--- config.mk ---
export PLATFORM = sky130hd
export DESIGN_NAME = reference_buffer_stream
export DESIGN_NICKNAME = d
export VERILOG_FILES = /design/src/rtl/reference_buffer_stream.sv
export SDC_FILE = /design/constraint.sdc
export NUM_CORES = 1
export LEC_CHECK = 0
export CAP_MARGIN = 20
export CORE_MARGIN = 2
export CORE_UTILIZATION = 51
export DETAILED_ROUTE_END_ITERATION = 16
export PLACE_DENSITY = 0.87
export SYNTH_ARGS = -nofsm -noshare
export SYNTH_HDL_FRONTEND = slang
export SYNTH_SLANG_ARGS = --single-unit
--- constraint.sdc ---
create_clock -name clk -period 4.2 [get_ports clk]
set_input_delay 1.05 -clock clk [delete_from_list [all_inputs] [get_ports clk]]
set_output_delay 1.05 -clock clk [all_outputs]
set_load 0.005 [all_outputs]
--- src/rtl/reference_buffer_stream.sv ---
// Streams packed I/Q ROM samples in bursts of up to 2**len_bits-1 beats per accepted command.
// Latency: first sample valid 2 cycles after command accept, then up to 1 sample/clk.
// Backpressure: output register + 1-entry skid; ROM reads pause only while the skid is full.
module reference_buffer_stream #(
  parameter int buffer_length = 10,
  parameter int index_bits    = 4,
  parameter int len_bits      = 5,
  parameter int i_bits        = 12,
  parameter int q_bits        = 12,
  // ROM image fixed at elaboration: entry k lives in bits [k*word+:word], I in the upper field
  parameter logic [buffer_length*(i_bits+q_bits)-1:0] rom_init = '0
) (
  input  logic                      clk,
  input  logic                      rst,
  input  logic                      m_axi_cvalid,
  input  logic [index_bits-1:0]     m_axi_caddr,
  input  logic [len_bits-1:0]       m_axi_clen,
  input  logic                      m_axi_cwrap,
  output logic                      s_axi_cready,
  input  logic                      m_axi_rready,
  output logic                      s_axi_rvalid,
  output logic signed [i_bits-1:0]  i,
  output logic signed [q_bits-1:0]  q,
  output logic                      s_axi_rlast,
  output logic                      s_axi_rerr,
  output logic                      busy
);

  localparam int word_bits = i_bits + q_bits;

  typedef enum logic [1:0] {IDLE, STREAM, DRAIN, ERR} state_t;

  typedef struct packed {
    logic [word_bits-1:0] word;
    logic                 last;
    logic                 err;
  } beat_t;

  // ROM padded to the full address space so any index is in range
  logic [word_bits-1:0] rom [2**index_bits];

  for (genvar g = 0; g < 2**index_bits; g++) begin : g_rom
    if (g < buffer_length) begin : g_used
      assign rom[g] = rom_init[g*word_bits +: word_bits];
    end else begin : g_pad
      assign rom[g] = '0;
    end
  end

  state_t                state_q, state_d;
  logic [index_bits-1:0] addr_q, addr_d;
  logic [len_bits-1:0]   rem_q, rem_d;
  logic                  trunc_q, trunc_d;

  logic  rd_vld_q, rd_vld_d, out_vld_q, out_vld_d, sk_vld_q, sk_vld_d;
  beat_t rd_q, rd_d, out_q, out_d, sk_q, sk_d;

  logic                  cmd_accept, cmd_bad, cmd_trunc;
  logic [len_bits-1:0]   cmd_total;
  logic                  pop, rd_take, rd_free;
  logic                  issue, issue_last, issue_err;
  logic [index_bits-1:0] issue_addr;

  function automatic logic [index_bits-1:0] next_addr(input logic [index_bits-1:0] a);
    if (int'(a) == buffer_length - 1) return '0;
    return a + index_bits'(1);
  endfunction

  assign s_axi_cready = (state_q == IDLE);
  assign busy         = (state_q != IDLE);
  assign cmd_accept   = m_axi_cvalid && s_axi_cready;

  assign pop     = out_vld_q && m_axi_rready;
  // the read register can hand over unless both output slots stay occupied
  assign rd_take = rd_vld_q && (!sk_vld_q || pop);
  assign rd_free = !rd_vld_q || rd_take;

  // Decode the presented command: validity, truncation at the buffer end, beat count
  always_comb begin
    cmd_bad   = (int'(m_axi_caddr) >= buffer_length) || (m_axi_clen == '0);
    cmd_trunc = !m_axi_cwrap && (int'(m_axi_clen) > buffer_length - int'(m_axi_caddr));
    cmd_total = cmd_trunc ? len_bits'(buffer_length - int'(m_axi_caddr)) : m_axi_clen;
  end

  // Next-state and ROM read issue; the first read goes out in the accept cycle itself
  always_comb begin
    state_d    = state_q;
    addr_d     = addr_q;
    rem_d      = rem_q;
    trunc_d    = trunc_q;
    issue      = 1'b0;
    issue_addr = addr_q;
    issue_last = 1'b0;
    issue_err  = 1'b0;
    case (state_q)
      IDLE: begin
        if (cmd_accept) begin
          if (cmd_bad) begin
            state_d = ERR;
          end else begin
            issue      = 1'b1;
            issue_addr = m_axi_caddr;
            issue_last = (cmd_total == len_bits'(1));
            issue_err  = issue_last && cmd_trunc;
            addr_d     = next_addr(m_axi_caddr);
            rem_d      = cmd_total - len_bits'(1);
            trunc_d    = cmd_trunc;
            state_d    = STREAM;
          end
        end
      end
      STREAM: begin
        if (rem_q == '0) begin
          state_d = DRAIN;
        end else if (rd_free) begin
          issue      = 1'b1;
          issue_last = (rem_q == len_bits'(1));
          issue_err  = issue_last && trunc_q;
          addr_d     = next_addr(addr_q);
          rem_d      = rem_q - len_bits'(1);
          if (issue_last) state_d = DRAIN;
        end
      end
      DRAIN: begin
        if (pop && out_q.last) state_d = IDLE;
      end
      ERR: begin
        state_d = IDLE;
      end
      default: begin
        state_d = IDLE;
      end
    endcase
  end

  // Read register -> output register / skid movement, oldest beat always in the output register
  always_comb begin
    rd_vld_d  = rd_vld_q && !rd_take;
    rd_d      = rd_q;
    out_vld_d = out_vld_q;
    out_d     = out_q;
    sk_vld_d  = sk_vld_q;
    sk_d      = sk_q;
    if (issue) begin
      rd_vld_d  = 1'b1;
      rd_d.word = rom[issue_addr];
      rd_d.last = issue_last;
      rd_d.err  = issue_err;
    end
    if (pop) begin
      if (sk_vld_q) begin
        out_d    = sk_q;
        sk_vld_d = rd_take;
        if (rd_take) sk_d = rd_q;
      end else begin
        out_vld_d = rd_take;
        if (rd_take) out_d = rd_q;
      end
    end else if (!out_vld_q) begin
      out_vld_d = rd_take;
      if (rd_take) out_d = rd_q;
    end else if (rd_take) begin
      sk_vld_d = 1'b1;
      sk_d     = rd_q;
    end
  end

  // State and pipeline registers; reset abandons any burst in flight
  always_ff @(posedge clk) begin
    if (rst) begin
      state_q   <= IDLE;
      addr_q    <= '0;
      rem_q     <= '0;
      trunc_q   <= 1'b0;
      rd_vld_q  <= 1'b0;
      rd_q      <= '0;
      out_vld_q <= 1'b0;
      out_q     <= '0;
      sk_vld_q  <= 1'b0;
      sk_q      <= '0;
    end else begin
      state_q   <= state_d;
      addr_q    <= addr_d;
      rem_q     <= rem_d;
      trunc_q   <= trunc_d;
      rd_vld_q  <= rd_vld_d;
      rd_q      <= rd_d;
      out_vld_q <= out_vld_d;
      out_q     <= out_d;
      sk_vld_q  <= sk_vld_d;
      sk_q      <= sk_d;
    end
  end

  assign s_axi_rvalid = out_vld_q;
  assign i            = out_q.word[word_bits-1:q_bits];
  assign q            = out_q.word[q_bits-1:0];
  assign s_axi_rlast  = out_vld_q && out_q.last;
  assign s_axi_rerr   = (state_q == ERR) || (out_vld_q && out_q.err);

endmodule

==> parameters.txt, run 1 <==
Parameter                              Value

Clock network
  Buffer depth of the longest clock path ... 2
  CTS tree ... yes
  TritonCTS Buffers ... 5
  Buffer type at the clock tree root ... sky130_fd_sc_hd__clkbuf_8
  Register clock-pin slew on the reported worst setup and hold paths ... 0.08 ns
  Clock latency reported for the late side of the worst-skew pair ... 0.29 ns
  Quantity of hold-fixing buffers added after cts ... 0
  Buffers inserted during post-CTS setup optimization ... 0
  CTS H-Tree Depth ... 2
  Clock sinks ... 41
  Resized Gates After CTS ... 0

Global route
  Number of global-route vias before repair ... around 1500
  Global-route wire length before repair ... between 6000 and 7000 um
  Antenna violations before repair ... 0
  GR Overflow Total ... 0
  Largest net degree at the start of global routing ... 25
  Global-route usage over all layers ... 0.1814

Detailed routing
  DRC ... 0
  DRT antenna net count ... 0
  Average wire length per cell after detail routing ... 12.25 um
  Routed via count ... about 1600
  Total wirelength of the detailed-routed design ... ~3800 um
  1st-iter DRT viols ... 77
  Drt pass-1 iters ... 4
  Vias per cell ... 5.207

Outcome
  Status ... finished clean

Pwr
  Net Sw Power ... 0.2717 mW
  Net Sw Frac ... 0.2675
  Cell-internal power ... around 0.74 mW
  Part of the total power dissipated in the clock network ... 0.373
  Combinational share of power ... 0.202
  Static leakage ... between 1 and 1.5 nW
  Max rail drop VDD ... about 0.22 mV
  Share of total power in sequential cells ... 0.425
  Pwr Density ... 402.9 nW/um^2

Floorplanning
  Initial Utilization ... 0.5217
  Area of the die ... roughly 4600 sq um
  Number of cell rows ... 23
  Core footprint ... 3943 sq um
  Die span in x ... 67.51 um
  Total I/O pin count ... 43
  Vertical die dimension ... 67.51 um

Synthesis
  Share of synthesized cell area in and, or, nand and nor gates ... 0.2147
  Yosys top cell area share ... 0.3990
  Cell type with the largest total area after synthesis ... sky130_fd_sc_hd__dfxtp_1
  Number of cells produced by synthesis ... ~230
  Combined area of all synthesized cells ... 2057 sq um
  Cell types occupying the most area after synthesis ... sky130_fd_sc_hd__dfxtp_1, sky130_fd_sc_hd__buf_4, sky130_fd_sc_hd__and2_1
  Most instantiated library cell after synthesis ... sky130_fd_sc_hd__dfxtp_1
  Average size of a mapped cell ... 8.828 sq um
  Number of flops mapped to enable cells by yosys ... 0
  Fraction of the mapped netlist area in compound gates ... 0.1472
  Largest family of logic cells by synthesized area ... simple AND/OR/NAND/NOR gates
  Synthesis warning total ... 0
  Post-Syn Nets ... 257
  Seq/Total Area, Yosys ... 0.3990
  Number of library cell types mapped by synthesis ... 46
  Post-synthesis xor/xnor area fraction ... 0.01703
  Number of synthesized register bits ... 41
  Mux contribution to synthesized area ... 0.03954
  Adder and majority gate portion of the synthesized area ... 0.06083
  Post-synth top cells ... sky130_fd_sc_hd__dfxtp_1, sky130_fd_sc_hd__and2_1, sky130_fd_sc_hd__buf_4, sky130_fd_sc_hd__nor2_1, sky130_fd_sc_hd__a21oi_1
  Share of synthesized registers carrying an async set or reset ... 0
  Most used DFF post-synth ... sky130_fd_sc_hd__dfxtp_1

Critical path
  Startpoint of the most critical register-to-register path ... rem_q[0]$_SDFFE_PP0P_
  Reg2reg end ... rem_q[2]$_SDFFE_PP0P_
  Maximum fanout along the worst path ... 5
  Worst Reg-to-Reg Cells ... 7
  Startpoint type of the worst setup path ... input pin
  Worst Path Required ... 4.42 ns
  Crit end category ... register
  Minimum setup slack among reg-to-reg paths ... 2.12 ns
  Critical path data arrival time ... 4.16 ns
  Critical path class ... in -> reg

Placed design
  Buffers on Ports ... 42
  Post-Place Cells ... approximately 300
  Final GP Congestion ... 0.8440
  Final HPWL from detailed placement ... 2868 um

Finish
  Number of nets in the final layout ... 282
  Core utilization of the finished layout ... 0.6395
  Ratio of cells with drive above 1 in the final layout ... 0.08494
  Antenna cell count ... 0
  Post-route insts no fill ... around 310
  Area growth, synth to finish ... 22.57%
  Fillcell total ... 330

Hold path
  Number of instances on the worst hold path ... 1
  Hold path start ... q[6]$_SDFFE_PP0P_
  Hold crit path type ... reg -> reg
  Worst hold path endpoint ... q[6]$_SDFFE_PP0P_

Timing
  Number of max-slew violations in the final report ... 0
  Number of setup violations in the final report ... 0
  Maximum clock rate ... 254.1 MHz
  Final cycle utilization of the critical path ... 0.9371
  Unrepaired setup endpoints after global routing ... false
  Worst-margin pin slew ... 0.7094 ns
  Final period demand of the worst path ... around 3.9 ns
  Final worst hold slack ... 0.4596 ns
  Number of hold-slack violations in the final timing report ... 0
  Post-route clock skew ... approximately 0.0025 ns
  Worst rel slew slack ... 0.5256
  Total negative slack for setup checks ... 0 ns

Flow run
  Max-cap violations ... 0
how the worst max path moves through the flow:
| stage | slack [ns] | from | cells after the start | to |
|---|---|---|---|---|
| final | 0.26 | m_axi_caddr[0] | 14 | rem_q[4]$_SDFFE_PP0P_ |
| after global routing | 0.05 | m_axi_caddr[1] | 14 | rem_q[4]$_SDFFE_PP0P_ |
| after CTS | 0.26 | m_axi_caddr[1] | 14 | rem_q[4]$_SDFFE_PP0P_ |
| after detailed placement | -0.06 | m_axi_caddr[1] | 14 | rem_q[4]$_SDFFE_PP0P_ |
| after global placement | 0.10 | m_axi_caddr[0] | 14 | rem_q[4]$_SDFFE_PP0P_ |
| after floorplan | 0.53 | m_axi_caddr[0] | 13 | rem_q[4]$_SDFFE_PP0P_ |
layer usage:
metal / part of all wire / track usage / vias up
li1: - / - / 826
met1: 0.46 / 0.2231 / 737
met2: 0.48 / 0.3039 / 40
met3: 0.040 / 0.03500 / 6
met4: 0.019 / 0.08418 / 0
met5: 0 / 0 / -
worst max-delay path: stages:
cell and delay, ns:
sky130_fd_sc_hd__clkdlybuf4s50_1 0.52, sky130_fd_sc_hd__ha_1 0.19, sky130_fd_sc_hd__xor2_1 0.18, sky130_fd_sc_hd__inv_1 0.08, sky130_fd_sc_hd__ha_1 0.31, sky130_fd_sc_hd__and4_1 0.18
sky130_fd_sc_hd__a31o_1 0.21, sky130_fd_sc_hd__a21oi_4 0.22, sky130_fd_sc_hd__mux2i_1 0.29, sky130_fd_sc_hd__ha_1 0.26, sky130_fd_sc_hd__nand3_1 0.08, sky130_fd_sc_hd__mux2i_1 0.16
sky130_fd_sc_hd__mux2_1 0.33, sky130_fd_sc_hd__o21ai_1 0.07
power by group through the flow:
stage               sequential (mW)  combinational (mW)  clock (mW)
floorplan                     0.433               0.140           0
global placement              0.439               0.198           0
detailed placement            0.440               0.204           0
CTS                           0.432               0.205       0.388
global route                  0.436               0.228       0.401
finish                        0.432               0.205       0.378
state kept, by name (all words and copies together) (netlist names):
signal and count:
rem_q 5, state_q 2, q 12, i 12, rd_q 2, trunc_q 1, sk_vld_q 1, rd_vld_q 1
out_q 2, sk_q 2, s_axi_rvalid 1
cell families (layout without fill, tap and decap cells):
group	Yosys count	after routing
buffers and inverters	42	68
adder cells (fa/ha/maj)	10	10
flip-flops	41	41
AO/OA/AOI/OAI	45	45
XOR/XNOR	4	4
AND/OR/NAND/NOR	83	83
multiplexers	8	8
per-stage QoR:
stage | area [sq um] | total power, mW | worst slack [ns]
after floorplan | 2057 | 0.5732 | 0.5335
after global placement | 2384 | 0.6367 | 0.1017
after detailed placement | 2384 | 0.6442 | -0.05526
after CTS | 2521 | 1.025 | 0.2565
after global routing | 2521 | 1.065 | 0.04822
final | 2521 | 1.016 | 0.2642
cells in the final DEF (no fill, tap or decap), drive strengths merged, types with 10 or more instances in the layout:
cell	n
nand2	11
and2	26
clkdlybuf4s50	42
a21oi	17
dfxtp	41
inv	12
ha	10
nor2	18
layout make-up:
cell class                      instances  area [sq um]  share of cell area
Tap cell                               50         62.56             0.02481
Multi-Input combinational cell        150         985.9              0.3911
Sequential cell                        41         820.8              0.3256
Inverter                               11         41.29             0.01638
Clock buffer                            5         68.82             0.02730
Clock inverter                          3         68.82             0.02730
Timing Repair Buffer                   49         473.0              0.1876
No activity file was read; power rests on OpenSTA's default activity.
==> run 2: changes to the inputs <==
CORE_MARGIN = 3   (was 2)
CORE_UTILIZATION = 30   (was 51)
PLACE_DENSITY = 0.59   (was 0.87)
SETUP_SLACK_MARGIN = 0.02   (was default)
==> parameters.txt, run 2 (synthesis results as in run 1) <==
Parameter                              Value

Hold path
  Number of instances on the worst hold path ... 1 (unchanged)
  Hold crit path type ... reg -> reg (unchanged)

Global route
  Number of global-route vias before repair ... 1471 (was 1475)
  GR Overflow Total ... 0 (unchanged)
  Largest net degree at the start of global routing ... 21 (was 25)
  Global-route usage over all layers ... 0.1059 (was 0.1814)
  Antenna violations before repair ... 0 (unchanged)
  Global-route wire length before repair ... 6713 um (was 6292 um)

Finish
  Fillcell total ... 660 (was 330)
  Post-route insts no fill ... 337 (was 309)
  Multi-input combinational cell area ... 985.9 sq um (unchanged)
  Antenna cell count ... 0 (unchanged)
  Total area of sequential cells ... 820.8 sq um (unchanged)
  Most frequent cells in the layout ... sky130_fd_sc_hd__clkdlybuf4s50_1, sky130_fd_sc_hd__dfxtp_1, sky130_fd_sc_hd__and2_1, sky130_fd_sc_hd__nor2_1, sky130_fd_sc_hd__a21oi_1 (unchanged)
  Ratio of cells with drive above 1 in the final layout ... 0.08846 (was 0.08494)
  Area growth, synth to finish ... 23.48% (was 22.57%)
  Most frequent standard cell in the layout excluding fill and tap cells ... sky130_fd_sc_hd__clkdlybuf4s50_1 (unchanged)
  Area of all placed cells without fillers ... 2540 sq um (was 2521 sq um)
  Core utilization of the finished layout ... 0.3911 (was 0.6395)
  Number of nets in the final layout ... 284 (was 282)

Critical path
  Critical path data arrival time ... 4.15 ns (was 4.16 ns)
  Maximum fanout along the worst path ... 4 (was 5)
  Worst Path Required ... 4.42 ns (about the same)
  Startpoint type of the worst setup path ... input pin (unchanged)
  Critical path class ... in -> reg (unchanged)
  Worst Reg-to-Reg Cells ... 7 (unchanged)
  Crit end category ... register (unchanged)

Clock network
  Quantity of hold-fixing buffers added after cts ... 0 (unchanged)
  CTS H-Tree Depth ... 2 (unchanged)
  Buffer type at the clock tree root ... sky130_fd_sc_hd__clkbuf_8 (unchanged)
  Buffers inserted during post-CTS setup optimization ... 0 (unchanged)
  Resized Gates After CTS ... 0 (unchanged)
  Clock sinks ... 41 (unchanged)
  Buffer depth of the longest clock path ... 2 (unchanged)
  TritonCTS Buffers ... 5 (unchanged)
  Register clock-pin slew on the reported worst setup and hold paths ... 0.07 ns (was 0.08 ns)
  Clock latency reported for the late side of the worst-skew pair ... 0.28 ns (was 0.29 ns)
  CTS tree ... yes (unchanged)

Placed design
  Post-DP Area ... 2436 sq um (was 2384 sq um)
  Buffers on Ports ... 42 (unchanged)
  Final GP Congestion ... 0.8153 (was 0.8440)
  Final HPWL from detailed placement ... 3106 um (was 2868 um)
  Post-Place Cells ... 330 (was 301)

Pwr
  Total design power ... 0.9343 mW (was 1.016 mW)
  Max rail drop VDD ... 0.1379 mV (was 0.2235 mV)
  Static leakage ... 1.012 nW (was 1.016 nW)
  Pwr Density ... 367.8 nW/um^2 (was 402.9 nW/um^2)

Timing
  Final period demand of the worst path ... 3.937 ns (was 3.936 ns)
  Number of max-slew violations in the final report ... 0 (unchanged)
  Number of setup violations in the final report ... 0 (unchanged)
  Worst rel slew slack ... 0.5457 (was 0.5256)
  Worst-margin pin slew ... 0.6790 ns (was 0.7094 ns)
  Post-route clock skew ... 0.006939 ns (was 0.002506 ns)
  Number of hold-slack violations in the final timing report ... 0 (unchanged)
  Unrepaired setup endpoints after global routing ... false (unchanged)
  Final worst hold slack ... 0.4579 ns (was 0.4596 ns)
  Final cycle utilization of the critical path ... 0.9373 (was 0.9371)
  Maximum clock rate ... 254.0 MHz (was 254.1 MHz)

Outcome
  Status ... finished clean (unchanged)

Detailed routing
  Drt pass-1 iters ... 4 (unchanged)
  Total wirelength of the detailed-routed design ... 3890 um (was 3785 um)
  Routed via count ... 1575 (was 1609)
  DRC ... 0 (unchanged)
  Average wire length per cell after detail routing ... 11.54 um (was 12.25 um)
  Vias per cell ... 4.674 (was 5.207)
  DRT antenna net count ... 0 (unchanged)
  1st-iter DRT viols ... 55 (was 77)

Floorplanning
  Initial Utilization ... 0.3167 (was 0.5217)
  Core footprint ... 6495 sq um (was 3943 sq um)
  Number of cell rows ... 29 (was 23)
  Total I/O pin count ... 43 (unchanged)
  Die span in x ... 88.81 um (was 67.51 um)
  Area of the die ... 7886 sq um (was 4558 sq um)
  Vertical die dimension ... 88.81 um (was 67.51 um)

Flow run
  Max-cap violations ... 0 (unchanged)
==> run 2: cell count changes in the layout (fill, tap and decap cells not counted), sizes merged <==
cell	previous run	this run
buf	7	9
bufinv	2	1
clkinv	0	1
inv	12	11
==> run 2: final timing paths <==
kind,slack (ns),start,endpoint
worst max register to register,2.18,rem_q[0]$_SDFFE_PP0P_,rem_q[2]$_SDFFE_PP0P_
worst min register to register,0.46,i[6]$_SDFFE_PP0P_,i[6]$_SDFFE_PP0P_
worst max-delay path,0.26,m_axi_caddr[1],rem_q[4]$_SDFFE_PP0P_
worst min-delay path,0.46,i[6]$_SDFFE_PP0P_,i[6]$_SDFFE_PP0P_
==> run 2: per-layer routing <==
metal / track usage / vias to the layer above / wire length (um)
met3: 0.02793 / 5 / 211
met5: 0 / - / 0
met2: 0.1734 / 34 / 1739
met4: 0.03297 / 0 / 57
met1: 0.1358 / 709 / 1882
li1: - / 827 / -
==> run 2: cell type report <==
cell class | count | area share
timing repair buffer | 51 | 0.1936
clock buffer | 5 | 0.02709
multi-input combinational | 150 | 0.3882
tap | 77 | 0.03793
sequential | 41 | 0.3232
clock inverter | 2 | 0.01379
inverter | 11 | 0.01626
==> run 2: critical path: stages <==
cell and delay, ns:
sky130_fd_sc_hd__clkdlybuf4s50_1 0.52, sky130_fd_sc_hd__ha_1 0.20, sky130_fd_sc_hd__xor2_1 0.19, sky130_fd_sc_hd__inv_1 0.09, sky130_fd_sc_hd__ha_1 0.31, sky130_fd_sc_hd__and4_1 0.19
sky130_fd_sc_hd__a31o_1 0.22, sky130_fd_sc_hd__a21oi_4 0.21, sky130_fd_sc_hd__mux2i_1 0.28, sky130_fd_sc_hd__ha_1 0.25, sky130_fd_sc_hd__nand3_1 0.08, sky130_fd_sc_hd__mux2i_1 0.16
sky130_fd_sc_hd__mux2_1 0.33, sky130_fd_sc_hd__o21ai_1 0.07
==> run 2: where the power goes <==
group / internal [mW] / switching, mW
clock network: 0.173 / 0.123
registers: 0.411 / 0.0205
logic: 0.0964 / 0.110
==> run 2: stage by stage <==
step	setup WS [ns]	setup TNS, ns
2_1_floorplan	0.5335	0
4_1_cts	0.2621	0
3_3_place_gp	0.08134	0
6_report	0.2631	0
5_1_grt	0.02939	0
3_5_place_dp	-0.02809	-0.02809
==> run 3: changes to the inputs <==
==> constraint.sdc (replaced) <==
create_clock -name clk -period 4.2 [get_ports clk]
set_input_delay 0.42 -clock clk [delete_from_list [all_inputs] [get_ports clk]]
set_output_delay 0.42 -clock clk [all_outputs]
set_load 0.005 [all_outputs]
==> parameters.txt, run 3 (synthesis results as in run 1) <==
Parameter                              Value

Outcome
  Status ... finished clean (unchanged)

Detailed routing
  1st-iter DRT viols ... 55 (unchanged)
  DRC ... 0 (unchanged)
  Vias per cell ... 4.702 (was 4.674)
  Average wire length per cell after detail routing ... 11.75 um (was 11.54 um)
  DRT antenna net count ... 0 (unchanged)
  Routed via count ... 1561 (was 1575)
  Drt pass-1 iters ... 4 (unchanged)
  Total wirelength of the detailed-routed design ... 3900 um (was 3890 um)

Global route
  Routing layer with the top usage in global route ... met2 (unchanged)
  Met2 track demand over resource in global routing ... 0.1694 (was 0.1734)
  Antenna violations before repair ... 0 (unchanged)
  Global-route usage over all layers ... 0.1114 (was 0.1059)
  Number of global-route vias before repair ... 1496 (was 1471)
  Largest net degree at the start of global routing ... 21 (unchanged)
  Global Route met1 Usage ... 0.1479 (was 0.1358)
  GR Overflow Total ... 0 (unchanged)
  Global-route wire length before repair ... 6920 um (was 6713 um)
  Routing usage on met3 ... 0.03538 (was 0.02793)

Critical path
  Number of buffers and inverters on the critical path ... 2 (unchanged)
  Worst-path cell with the longest stage delay ... sky130_fd_sc_hd__clkdlybuf4s50_1 (unchanged)
  Worst Path Required ... 4.43 ns (was 4.42 ns)
  Maximum fanout along the worst path ... 7 (was 4)
  Crit end category ... register (unchanged)
  Startpoint type of the worst setup path ... input pin (unchanged)
  Cell class contributing the biggest share of worst-path delay ... multiplexers (unchanged)
  Critical path class ... in -> reg (unchanged)
  Highest cell delay on the worst timing path ... 0.60 ns (was 0.52 ns)
  Critical path data arrival time ... 3.80 ns (was 4.15 ns)
  Most frequent CP cell ... sky130_fd_sc_hd__ha_1 (unchanged)
  List of cells traversed by the critical path ... clkdlybuf4s50_1 > ha_1 > xor2_1 > inv_1 > ha_1 > and4_1 > a31o_1 > a21oi_4 > mux2i_1 > ha_1 > nand3_1 > mux2i_1 > mux2_1 > o21ai_1 (unchanged)

Clock network
  Buffers inserted during post-CTS setup optimization ... 0 (unchanged)
  CTS H-Tree Depth ... 2 (unchanged)
  TritonCTS Buffers ... 5 (unchanged)
  Buffer type at the clock tree root ... sky130_fd_sc_hd__clkbuf_8 (unchanged)
  Quantity of hold-fixing buffers added after cts ... 0 (unchanged)
  Buffer depth of the longest clock path ... 2 (unchanged)
  Resized Gates After CTS ... 0 (unchanged)
  Clock sinks ... 41 (unchanged)
  Register clock-pin slew on the reported worst setup and hold paths ... 0.07 ns (about the same)
  CTS tree ... yes (unchanged)
  Clock latency reported for the late side of the worst-skew pair ... 0.29 ns (was 0.28 ns)

Timing
  Number of hold-slack violations in the final timing report ... 0 (unchanged)
  Total negative slack for setup checks ... 0 ns (unchanged)
  Final cycle utilization of the critical path ... 0.8511 (was 0.9373)
  Unrepaired setup endpoints after global routing ... false (unchanged)
  Worst rel slew slack ... 0.7299 (was 0.5457)
  Final period demand of the worst path ... 3.574 ns (was 3.937 ns)
  Number of setup violations in the final report ... 0 (unchanged)
  Worst-margin pin slew ... 0.4036 ns (was 0.6790 ns)
  Setup slack after layout ... 0.6255 ns (was 0.2631 ns)
  Maximum clock rate ... 279.8 MHz (was 254.0 MHz)
  Post-route clock skew ... 0.003802 ns (was 0.006939 ns)
  Number of max-slew violations in the final report ... 0 (unchanged)

Flow run
  Max-cap violations ... 0 (unchanged)

Hold path
  Hold crit path type ... reg -> reg (unchanged)

Pwr
  Pwr Density ... 380.2 nW/um^2 (was 367.8 nW/um^2)
  Max rail drop VDD ... 0.1240 mV (was 0.1379 mV)
  Total design power ... 0.9548 mW (was 0.9343 mW)
  Static leakage ... 0.9867 nW (was 1.012 nW)

Finish
  Area growth, synth to finish ... 22.08% (was 23.48%)
  Area of all placed cells without fillers ... 2511 sq um (was 2540 sq um)
  Antenna cell count ... 0 (unchanged)
  Most frequent cells in the layout ... sky130_fd_sc_hd__clkdlybuf4s50_1, sky130_fd_sc_hd__dfxtp_1, sky130_fd_sc_hd__and2_1, sky130_fd_sc_hd__nor2_1, sky130_fd_sc_hd__a21oi_1 (unchanged)
  Most frequent standard cell in the layout excluding fill and tap cells ... sky130_fd_sc_hd__clkdlybuf4s50_1 (unchanged)
  Ratio of cells with drive above 1 in the final layout ... 0.07059 (was 0.08846)
  Number of nets in the final layout ... 278 (was 284)

Floorplanning
  Die span in x ... 88.81 um (unchanged)
  Initial Utilization ... 0.3167 (unchanged)
  Area of the die ... 7886 sq um (unchanged)
  Core footprint ... 6495 sq um (unchanged)
  Vertical die dimension ... 88.81 um (unchanged)
  Number of cell rows ... 29 (unchanged)
  Total I/O pin count ... 43 (unchanged)

Placed design
  Post-DP Area ... 2391 sq um (was 2436 sq um)
  Final GP Congestion ... 0.7765 (was 0.8153)
  Dpl ws ... 0.3117 ns (was -0.02809 ns)
  Buffers on Ports ... 42 (unchanged)
  Final HPWL from detailed placement ... 3082 um (was 3106 um)
run 3: changes by cell type in the layout (fill, tap and decap cells not counted), sizes merged:
cell	delta
clkinv	-1
clkinvlp	+1
clkbuf	+1
buf	-6
run 3: report_power, final:
group	internal, mW	total, mW	switching (mW)
clock	0.193	0.322	0.129
combinational	0.0901	0.202	0.111
sequential	0.411	0.431	0.0204
run 3: layout make-up:
class	count	area [sq um]
clock buffer	6	82.58
clock inverter	2	37.54
fill	673	3984
inverter	11	41.29
multi-input combinational	150	985.9
sequential	41	820.8
tap	77	96.34
timing repair buffer	45	446.7
run 3: routing by layer:
layer | vias to the layer above | wire [um]
met1 | 690 | 1886
met5 | - | 0
met3 | 7 | 240
met4 | 0 | 77
li1 | 816 | -
met2 | 48 | 1695
run 3: metrics by stage:
step,util,hold WS (ns),instances
detailed placement,0.3681,0.4426,324
floorplan,-,0.4311,233
global route,0.3866,0.4770,332
finish,0.3866,0.4582,332
global placement,0.3664,0.4411,323
CTS,0.3866,0.4669,332
run 3: final timing paths:
kind,start,endpoint,slack (ns),cells past startpoint
min reg2reg,q[9]$_SDFFE_PP0P_,q[9]$_SDFFE_PP0P_,0.46,1
max,m_axi_caddr[0],rem_q[4]$_SDFFE_PP0P_,0.63,14
max reg2reg,rem_q[0]$_SDFFE_PP0P_,rem_q[2]$_SDFFE_PP0P_,2.19,7
min,q[9]$_SDFFE_PP0P_,q[9]$_SDFFE_PP0P_,0.46,1
